### src/rtl/atm_pager_cfg_arb_pkg.sv
// Shared constants for the ATM pager configuration write sequencer:
// register-select codes and the sequencer state encoding.
package atm_pager_cfg_arb_pkg;

  localparam logic [1:0] SEL_NONE = 2'b00;
  localparam logic [1:0] SEL_X7F7 = 2'b01;
  localparam logic [1:0] SEL_XBF7 = 2'b10;
  localparam logic [1:0] SEL_XFF7 = 2'b11;

  typedef enum logic {
    ST_INIT = 1'b0,
    ST_IDLE = 1'b1
  } state_t;

endpackage

### src/rtl/atm_pager_shadow.sv
// Per-window shadow of the last write to each pager register (4 windows x 3 selects x 8 bits).
// Select 00 has no backing register and always reads as zero.
module atm_pager_shadow
  import atm_pager_cfg_arb_pkg::*;
(
  input  logic       fclk,
  input  logic       rst_n,
  input  logic       we,
  input  logic [1:0] wr_win,
  input  logic [1:0] wr_sel,
  input  logic [7:0] wr_data,
  input  logic [1:0] rd_win,
  input  logic [1:0] rd_sel,
  output logic [7:0] rd_data
);

  logic [7:0] mem [0:3][1:3];

  always_ff @(posedge fclk) begin
    if (!rst_n) begin
      for (int w = 0; w < 4; w++) begin
        for (int s = 1; s < 4; s++) begin
          mem[w][s] <= 8'h00;
        end
      end
    end else if (we && (wr_sel != SEL_NONE)) begin
      mem[wr_win][wr_sel] <= wr_data;
    end
  end

  always_comb begin
    rd_data = 8'h00;
    if (rd_sel != SEL_NONE) begin
      rd_data = mem[rd_win][rd_sel];
    end
  end

endmodule

### src/rtl/atm_pager_cfg_arb.sv
// Write sequencer for the four ATM pager windows: merges Z80 port writes, the
// post-reset init sequence and host requests onto one registered write bus.
module atm_pager_cfg_arb
  import atm_pager_cfg_arb_pkg::*;
#(
  parameter logic [31:0] INIT_DATA = 32'hFFFF_FFFF,
  parameter logic [1:0]  INIT_SEL  = 2'b11,
  parameter bit          INIT_EN   = 1'b1
) (
  input  logic       fclk,
  input  logic       rst_n,
  input  logic       z_wr,
  input  logic [1:0] z_win,
  input  logic [1:0] z_sel,
  input  logic [7:0] z_data,
  input  logic       h_req,
  input  logic [1:0] h_win,
  input  logic [1:0] h_sel,
  input  logic [7:0] h_data,
  output logic       h_ack,
  output logic [3:0] pw_stb,
  output logic [1:0] pw_sel,
  output logic [7:0] pw_data,
  output logic       init_busy,
  input  logic [1:0] rd_win,
  input  logic [1:0] rd_sel,
  output logic [7:0] rd_data
);

  localparam state_t RST_STATE = INIT_EN ? ST_INIT : ST_IDLE;

  state_t     state, state_nxt;
  logic [1:0] idx, idx_nxt;
  logic       issue;
  logic [1:0] iss_win;
  logic [1:0] iss_sel;
  logic [7:0] iss_data;
  logic       ack_nxt;

  // Z80 always wins; a host request is ignored while its previous ack is on the bus
  // so a held request cannot be issued twice.
  always_comb begin
    state_nxt = state;
    idx_nxt   = idx;
    issue     = 1'b0;
    iss_win   = 2'b00;
    iss_sel   = 2'b00;
    iss_data  = 8'h00;
    ack_nxt   = 1'b0;
    if (z_wr) begin
      issue    = 1'b1;
      iss_win  = z_win;
      iss_sel  = z_sel;
      iss_data = z_data;
    end else if (state == ST_INIT) begin
      issue    = 1'b1;
      iss_win  = idx;
      iss_sel  = INIT_SEL;
      iss_data = INIT_DATA[{idx, 3'b000} +: 8];
      idx_nxt  = idx + 2'd1;
      if (idx == 2'd3) begin
        state_nxt = ST_IDLE;
      end
    end else if (h_req && !h_ack) begin
      issue    = 1'b1;
      iss_win  = h_win;
      iss_sel  = h_sel;
      iss_data = h_data;
      ack_nxt  = 1'b1;
    end
  end

  always_ff @(posedge fclk) begin
    if (!rst_n) begin
      state   <= RST_STATE;
      idx     <= 2'd0;
      pw_stb  <= 4'b0000;
      pw_sel  <= 2'b00;
      pw_data <= 8'h00;
      h_ack   <= 1'b0;
    end else begin
      state   <= state_nxt;
      idx     <= idx_nxt;
      pw_stb  <= issue ? (4'b0001 << iss_win) : 4'b0000;
      pw_sel  <= iss_sel;
      pw_data <= iss_data;
      h_ack   <= ack_nxt;
    end
  end

  assign init_busy = (state == ST_INIT);

  atm_pager_shadow u_shadow (
    .fclk    (fclk),
    .rst_n   (rst_n),
    .we      (issue),
    .wr_win  (iss_win),
    .wr_sel  (iss_sel),
    .wr_data (iss_data),
    .rd_win  (rd_win),
    .rd_sel  (rd_sel),
    .rd_data (rd_data)
  );

endmodule

### config.mk
export PLATFORM = sky130hd
export DESIGN_NAME = atm_pager_cfg_arb
export DESIGN_NICKNAME = d
export VERILOG_FILES = /design/src/rtl/atm_pager_cfg_arb_pkg.sv /design/src/rtl/atm_pager_shadow.sv /design/src/rtl/atm_pager_cfg_arb.sv
export SDC_FILE = /design/constraint.sdc
export NUM_CORES = 1
export LEC_CHECK = 0
export ABC_AREA = 1
export CAP_MARGIN = 40
export CORE_ASPECT_RATIO = 0.9
export CORE_UTILIZATION = 51
export CTS_CLUSTER_DIAMETER = 200
export DETAILED_ROUTE_END_ITERATION = 7
export PLACE_DENSITY = 0.78
export SLEW_MARGIN = 25
export SYNTH_ARGS = -nofsm -noshare
export SYNTH_HDL_FRONTEND = slang
export SYNTH_HIERARCHICAL = 1
export SYNTH_SLANG_ARGS = --single-unit
### constraint.sdc
create_clock -name fclk -period 2.2 [get_ports fclk]
set_clock_uncertainty 0.2 [all_clocks]
set_input_delay 0.44 -clock fclk [delete_from_list [all_inputs] [get_ports fclk]]
set_output_delay 0.44 -clock fclk [all_outputs]
set_load 0.05 [all_outputs]
# == Word-level counts from Yosys, hierarchy flattened ==
# Memories as Yosys holds them, arrays and structs flattened.
# Index checks and enable logic that the tools add are counted.
# word_totals
in_bits,32
elab_cells,56
out_inout_bits,24
register_bits,18
mem_bits_rw,96
n_memories,1
# op_classes
shift,2
n_reduce_logical,10
bitwise,5
magnitude_cmp,3
eq_ne,1
addsub,1
n_mux,27
# mem_list
name,depth,width,read_ports,rd_clocked_by_memory_dff,write_ports,line,rtl
u_shadow.mem,4,24,1,0,4,atm_pager_shadow.sv:17,logic [7:0] mem [0:3][1:3];
# ops
op,count
2-to-1 mux 24 bit,3
2-to-1 mux 8 bit,7
variable part select 32 x 6 -> 8 bit (first input constant),1
OR reduction 24 bit,1
binary-select mux 8 bit (select 2 bit),1
demux 8 bit (select 2 bit),1
2-to-1 mux 2 bit,7
2-to-1 mux 1 bit,8
>= comparator 3 bit (second input constant),2
inverter 2 -> 3 bit,2
AND reduction 2 bit,2
nonzero test 2 bit,2
left shift 1 x 2 -> 4 bit (first input constant),1
logical AND 1 bit,3
< comparator 3 x 1 -> 1 bit (second input constant),1
inverter 1 bit,3
OR reduction 3 bit,1
adder 2 x 1 -> 2 bit (second input constant),1
== test 2 bit (second input constant),1
logical NOT 1 bit,1

# == Depth between registers and ports, before layout ==
# logic_depth
ltp_word,13
depth_mapped,10
ltp_nobuf,9

# == Modules after synthesis ==
# Netlist, hierarchy kept.
# by_module_without_submodules
mod,instances,cells_each,seq_area_each_um2,area_each_um2
atm_pager_shadow,1,461,2882.8,4556.9
atm_pager_cfg_arb,1,105,360.3,768.2

# == Worst setup path after synthesis ==
# Ideal clock, no wire load.
# synth_path
path_kind,register to register
start,register h_ack
end,memory u_shadow/mem[0][10] in the netlist's numbering (enable)
path_buffers,0
slack_ns,-0.172
arrival_time_ns,1.843
setup_time_ns,0.329
synth_period_minus_slack_ns,2.372
path_stages_with_launch,9
path_cell_list,dfxtp_1 > inv_1 > nand2_1 > nor2_1 > nand2_1 > nand3_1 > nor2_4 > nand4_2 > nand2_1
# synth_rtl
item,line,rtl
from (decl),atm_pager_cfg_arb.sv:20,"output logic h_ack,"
from (signal assigned),atm_pager_cfg_arb.sv:87,h_ack <= ack_nxt;
to (decl),atm_pager_shadow.sv:17,

# == Worst setup path after layout ==
# layout_path
start,register pw_data[2]
end,output port pw_data[2]
# layout_rtl
item,line,rtl
from (decl),atm_pager_cfg_arb.sv:23,"output logic [7:0] pw_data,"
from (signal assigned),atm_pager_cfg_arb.sv:86,pw_data <= iss_data;
# No word-level cell between the ends.

==> results.sh <==
export IMPL_status="complete, no violations"
export IMPL_fin_util_pct=73.7
export IMPL_io_pins=56
export IMPL_critPathLaunchType="flop"
export IMPL_path_cells="clkdlybuf4s50_1"
export IMPL_fp_dieH_um=98.9
export IMPL_p_leak_uw=0.00336
export IMPL_htree_levels=4
export IMPL_holdWs_ps=318
export IMPL_synthCells=566
export IMPL_postSynthAreaPerCell_um2=9.41
export IMPL_ys_types=23
export IMPL_ys_seq_elements=114
export IMPL_numCtsBuffers=17
export IMPL_synth_nets=599
export IMPL_grt_pass1_vias=4626
export IMPL_drt_iter0_drc=526
export IMPL_synth_top_area_cell="edfxtp_1"
export IMPL_worstSetupEndpointType="output pin"
export IMPL_fillCellCount=612
export IMPL_drive_above_1_share_pct=24.7
export IMPL_synth_edf_count=96
export IMPL_hpwl_um=9160
export IMPL_min_period_ps=2190
export IMPL_r2r_start="state"
export IMPL_path_max_fanout=1
export IMPL_cp_required_ps=1560
export IMPL_grt_max_degree=20
export IMPL_cpMaxStageDelayCell="clkdlybuf4s50_1"
export IMPL_nNetsFinal=709
export IMPL_place_congestion=0.857
export IMPL_netlist_area_um2=5330
export IMPL_hold_path_class="reg2reg"
export IMPL_drv_cap=0
export IMPL_async_flop_share_pct=0
export IMPL_overflow=0
export IMPL_grt_pass1_wl_um=23500
export IMPL_irDropWorstVdd_mv=0.519
export IMPL_cts_root_buffer="clkbuf_16"
export IMPL_place_inst=779
export IMPL_maxSlewHeadroom_pct=64.5
export IMPL_seq_area_frac_synth_pct=60.9
export IMPL_grt_setup_unrepaired="no"
export IMPL_finalPower_uw=6250
export IMPL_crit_start="pw_data[2]"
export IMPL_wire_per_inst_um=19.1
export IMPL_power_density_nw_per_um2=832
export IMPL_ant_nets=0
export IMPL_rows=35
export IMPL_die_x_um=110
export IMPL_io_buffers=55
export IMPL_drcViolationCount=0
export IMPL_finalSetupViolCount=0
export IMPL_area_growth_pct=41.2
export IMPL_grt_usage_pct=30.1
export IMPL_clock_latency_ps=410
export IMPL_min_from="idx[0]"
export IMPL_drt_pass1_iter_count=6
export IMPL_tightest_slew_ps=535
export IMPL_min_period_over_period_pct=99.6
export IMPL_drv_slew=0
export IMPL_core_um2=10200
export IMPL_cts_max_path_buffers=2
export IMPL_setup_worst_path_class="reg2out"
export IMPL_antenna_diode_count=0
export IMPL_cp_slowest_stage_delay_ps=810
export IMPL_routed_wl_um=15600
export IMPL_synthTopCellsByArea="edfxtp_1 54%, nand2_1 11%, nand3_1 8.9%, nor2_1 7.5%, dfxtp_1 6.8%"
export IMPL_dominantRegCellSynth="edfxtp_1"
export IMPL_fin_cells=818
export IMPL_hold_viol_final=0
export IMPL_ys_warn_count=6
export IMPL_cp_arrival_ps=1550
export IMPL_reg2reg_slack_ps=200
export IMPL_via_count=4765
export IMPL_synth_top_cell_area_share_pct=54.1
export IMPL_start_util_pct=52.2
export IMPL_antenna_found_initial=0
export IMPL_die_area_um2=10900
export IMPL_crit_buf_inv=1
export IMPL_clk_pin_slew_ps=60
export IMPL_max_freq_mhz=457
export IMPL_critPathTopFamily="buffers and inverters"
export IMPL_viasPerCell=5.83
export IMPL_cts_sinks=114
export IMPL_cts_tree="done"
==> synth_stat cells (3+ instances only) <==
library cell,number
a21oi_1,4
a31oi_1,10
buf_2,14
buf_4,7
clkbuf_1,11
dfxtp_1,18
edfxtp_1,96
inv_1,17
inv_2,6
nand2_1,156
nand2_4,9
nand3_1,95
nor2_1,107
nor2_4,3
==> flip-flops by register name (all words and copies together) (netlist names) <==
signal	cells
pw_data	8
pw_sel	2
idx	2
state	1
pw_stb	4
h_ack	1
u_shadow/mem	96
==> through the flow <==
step / setup slack [ps] / setup TNS (ps) / area (µm²)
2_1_floorplan: -23.6 / -780 / 5330
3_3_place_gp: -498 / -72810 / 6680
3_5_place_dp: -575 / -82160 / 6680
4_1_cts: 12.5 / 0 / 7450
5_1_grt: 0.301 / 0 / 7520
6_report: 9.74 / 0 / 7520
==> cell type report <==
class	count	area (µm²)	share of cell area (%)
clock inverter	15	161	2.15
sequential	114	3240	43.1
inverter	24	98.8	1.31
timing repair buffer	124	1500	19.9
multi-input combinational	395	1930	25.7
tap	129	161	2.15
clock buffer	17	425	5.66
==> per-layer routing <==
| layer | global-route usage, % | vias up | routed length (µm) |
|---|---|---|---|
| met5 | 0 | - | 0 |
| met4 | 18.8 | 0 | 792 |
| met3 | 6.88 | 74 | 1620 |
| met2 | 49.7 | 383 | 7650 |
| met1 | 35.4 | 2195 | 5580 |
| li1 | - | 2113 | - |
==> worst paths after layout <==
| path | end | depth (start not counted) |
|---|---|---|
| worst max-delay path | pw_data[2] | 1 |
| worst min-delay path | idx[0] | 2 |
| worst max register to register | u_shadow/mem[0][19] | 8 |
| worst min register to register | idx[0] | 2 |
==> cells in the final DEF, fill, tap and decap left out, types with 5 or more instances in the layout <==
cell             synthesis  routed
nand2_1                156     140
nor2_1                 107     104
edfxtp_1                96      96
nand3_1                 95      84
buf_4                    7      42
clkdlybuf4s50_1          0      36
buf_12                   0      30
clkbuf_16                0      17
dfxtp_1                 18      17
inv_1                   17      16
nand2_2                  0      16
nand3_2                  0      11
a31oi_1                 10      10
nand2_4                  9       9
clkinv_4                 0       6
inv_2                    6       5
==> logic make-up (layout without fill, tap and decap cells) <==
| logic type | Yosys count | in the layout | synth area share, % |
|---|---|---|---|
| AOI/OAI and AO/OA | 15 | 15 | 1.64 |
| adders and majority gates | 1 | 1 | 0.235 |
| DFF | 114 | 114 | 60.9 |
| and+or+nand+nor | 379 | 379 | 32.4 |
| buffers and inverters | 57 | 180 | 4.86 |
==> what timing repair did <==
action,in CTS,in global routing
pin swaps,2,5
setup buffers,1,2
hold endpoints to repair,0,0
gates cloned,4,0
hold buffers,0,0
endpoints found under the setup margin,99,60
resized for setup,41,18
==> power by group <==
group	switching, µW	internal (µW)	total (µW)
registers	41.9	2470	2510
clock network	1050	1670	2720
logic	604	419	1020
No activity file was read; power rests on OpenSTA's default activity.
==> edit: new RTL, config.mk and constraints unchanged <==
Take the reset off `pw_data` and load it in a clocked block of its own.
--- a/src/rtl/atm_pager_cfg_arb.sv
+++ b/src/rtl/atm_pager_cfg_arb.sv
@@ -77,5 +77,4 @@
       pw_stb  <= 4'b0000;
       pw_sel  <= 2'b00;
-      pw_data <= 8'h00;
       h_ack   <= 1'b0;
     end else begin
@@ -84,7 +83,10 @@
       pw_stb  <= issue ? (4'b0001 << iss_win) : 4'b0000;
       pw_sel  <= iss_sel;
-      pw_data <= iss_data;
       h_ack   <= ack_nxt;
     end
+  end
+
+  always_ff @(posedge fclk) begin
+    pw_data <= iss_data;
   end
 
Behaviour: not the same (Yosys sat finds a counterexample within 4 cycles, from zero or initial values and one cycle with rst_n low).
==> edit against the unedited design <==
The flow now finishes with violations (negative setup slack). Wire length decreased by 2.2%. Design area increased by 0.70%. Non-clock buffer count increased by 6. Setup slack got worse by 40 ps. Synthesized area decreased by 1.5%. Combinational power decreased by 6%. Sequential cell count unchanged. Clock power increased by 12%. Power increased by 4.2%. Critical path depth increased by 9. Highest routed layer unchanged.
==> edit: results (changes against the unedited design) <==
- Status: finished with violations (was finished, final reports clean)
- Violated checks: negative setup slack
- Vias in the first global route: 4561 (was 4626)
- Worst Hold Class: flop to flop (unchanged)
- Register-to-Register Path Depth: 10 (was 8)
- Crit-path max FO: 10 (was 1)
- Fraction of registers with async set/reset: 0% (unchanged)
- Routed vias/inst: 5.67 (was 5.83)
- P_sw: 1550 µW (was 1690 µW)
- Placed cells: 774 (was 779)
- Worst slack, placed: -444 ps (was -575 ps)
- Final setup viols: 1 (was 0)
- Diode count: 0 (unchanged)
- YS warnings: 6 (unchanged)
- Gr usage total: 29.0% (was 30.1%)
- First-pass GRT wire length: 22600 µm (was 23500 µm)
- Fin cells: 812 (was 818)
- Crit path DAT: 1590 ps (was 1550 ps)
- Synth Area per Inst: 9.48 µm² (was 9.41 µm²)
- Detail Placement HPWL: 9120 µm (was 9160 µm)
- Clk root buf: clkbuf_16 (unchanged)
- Most frequent cells after synthesis: nand2_1 (147), nor2_1 (125), edfxtp_1 (96), nand3_1 (78), inv_1 (19) (was nand2_1 (156), nor2_1 (107), edfxtp_1 (96), nand3_1 (95), dfxtp_1 (18))
- Fill count: 566 (was 612)
- Worst VDD drop: 682 µV (was 519 µV)
- Sequential fraction of the synthesis area: 61.8% (was 60.9%)
- DRT iter0 DRCs: 427 (was 526)
- Layout cell share with drive strength beyond 1: 23.8% (was 24.7%)
- Drt pass-1 iters: 5 (was 6)
- Largest registers: u_shadow/mem (96), pw_data (8), pw_stb (4) (unchanged)
- Port bufs: 55 (unchanged)
- Max-cap violations: 0 (unchanged)
- Drt total wl: 15300 µm (was 15600 µm)
- Syn nets: 586 (was 599)
- Ranking of synthesized cells by area: edfxtp_1 (55%), nand2_1 (11%), nor2_1 (8.9%), nand3_1 (7.4%), dfxtp_1 (6.9%) (was edfxtp_1 (54%), nand2_1 (11%), nand3_1 (8.9%), nor2_1 (7.5%), dfxtp_1 (6.8%))
- Worst skew pair latency: 420 ps
- Nets: 707 (was 709)
- Placed instance area: 0.00666 mm² (was 0.00668 mm²)
- Leakage: 0.00346 µW (was 0.00336 µW)
- Placer Congestion: 0.853 (was 0.857)
- Reg clk slew, reported paths: 50 ps
- Fin Setup TNS: -30.7 ps (was 0 ps)
- Synth Flop Type: edfxtp_1 (unchanged)
- Yosys cell types: 24 (was 23)
- Largest net degree at the start of global routing: 25 (was 20)
- Fin worst setup slack: -30.7 ps (was 9.74 ps)
- Max-slew headroom: 65.0% (was 64.5%)
## edit: worst max-delay path, cell delays in order
cell and delay, ps:
buf_6 150, clkinv_8 100, clkbuf_16 170, nand2_1 80, nand3_2 80, nand3_2 110, nand2_1 80, nand2_1 90
nand2_1 100, buf_12 160
## edit: cells by family (layout without fill, tap and decap cells)
group / Yosys count / count (layout) / share of synthesized area, %
AO/OA/AOI/OAI: 15 / 15 / 1.48
adder cells (fa/ha/maj): 1 / 1 / 0.239
AND/OR/NAND/NOR: 371 / 371 / 31.9
buffers and inverters: 52 / 185 / 4.51
flip-flops: 114 / 114 / 61.8
## edit: per-layer routing
metal / global-route usage, % / wire length [µm] / up-vias
met4: 16.7 / 734 / 0
li1: - / - / 2079
met5: 0 / 0 / -
met3: 8.95 / 1690 / 72
met2: 46.7 / 7490 / 333
met1: 34.1 / 5370 / 2124
## edit: final cells by class
type,count,share of cell area (%)
Clock buffer,17,5.62
Clock inverter,14,2.88
Inverter,24,1.49
Multi-Input combinational cell,387,24.6
Sequential cell,114,42.8
Tap cell,126,2.08
Timing Repair Buffer,130,20.5
## edit: power groups by stage
stage	Clock, µW	Combinational, µW	Sequential (µW)
CTS	3040	908	2510
global placement	0	857	2540
finish	3040	963	2510
floorplan	0	397	2600
detailed placement	0	881	2550
global route	3160	1010	2520
## edit: repair_timing
| action | CTS | global route |
|---|---|---|
| resized for setup | 25 | 31 |
| setup endpoints to repair | 45 | 71 |
| buffers inserted | 1 | 0 |
| gates cloned | 2 | 4 |
| pin swaps | 2 | 4 |
## edit: worst paths after layout
kind,from,to,slack [ps]
min reg2reg,idx[0],idx[0],320
max,rd_win[0],rd_data[1],-30
min,idx[0],idx[0],320
max reg2reg,state,u_shadow/mem[2][14],120
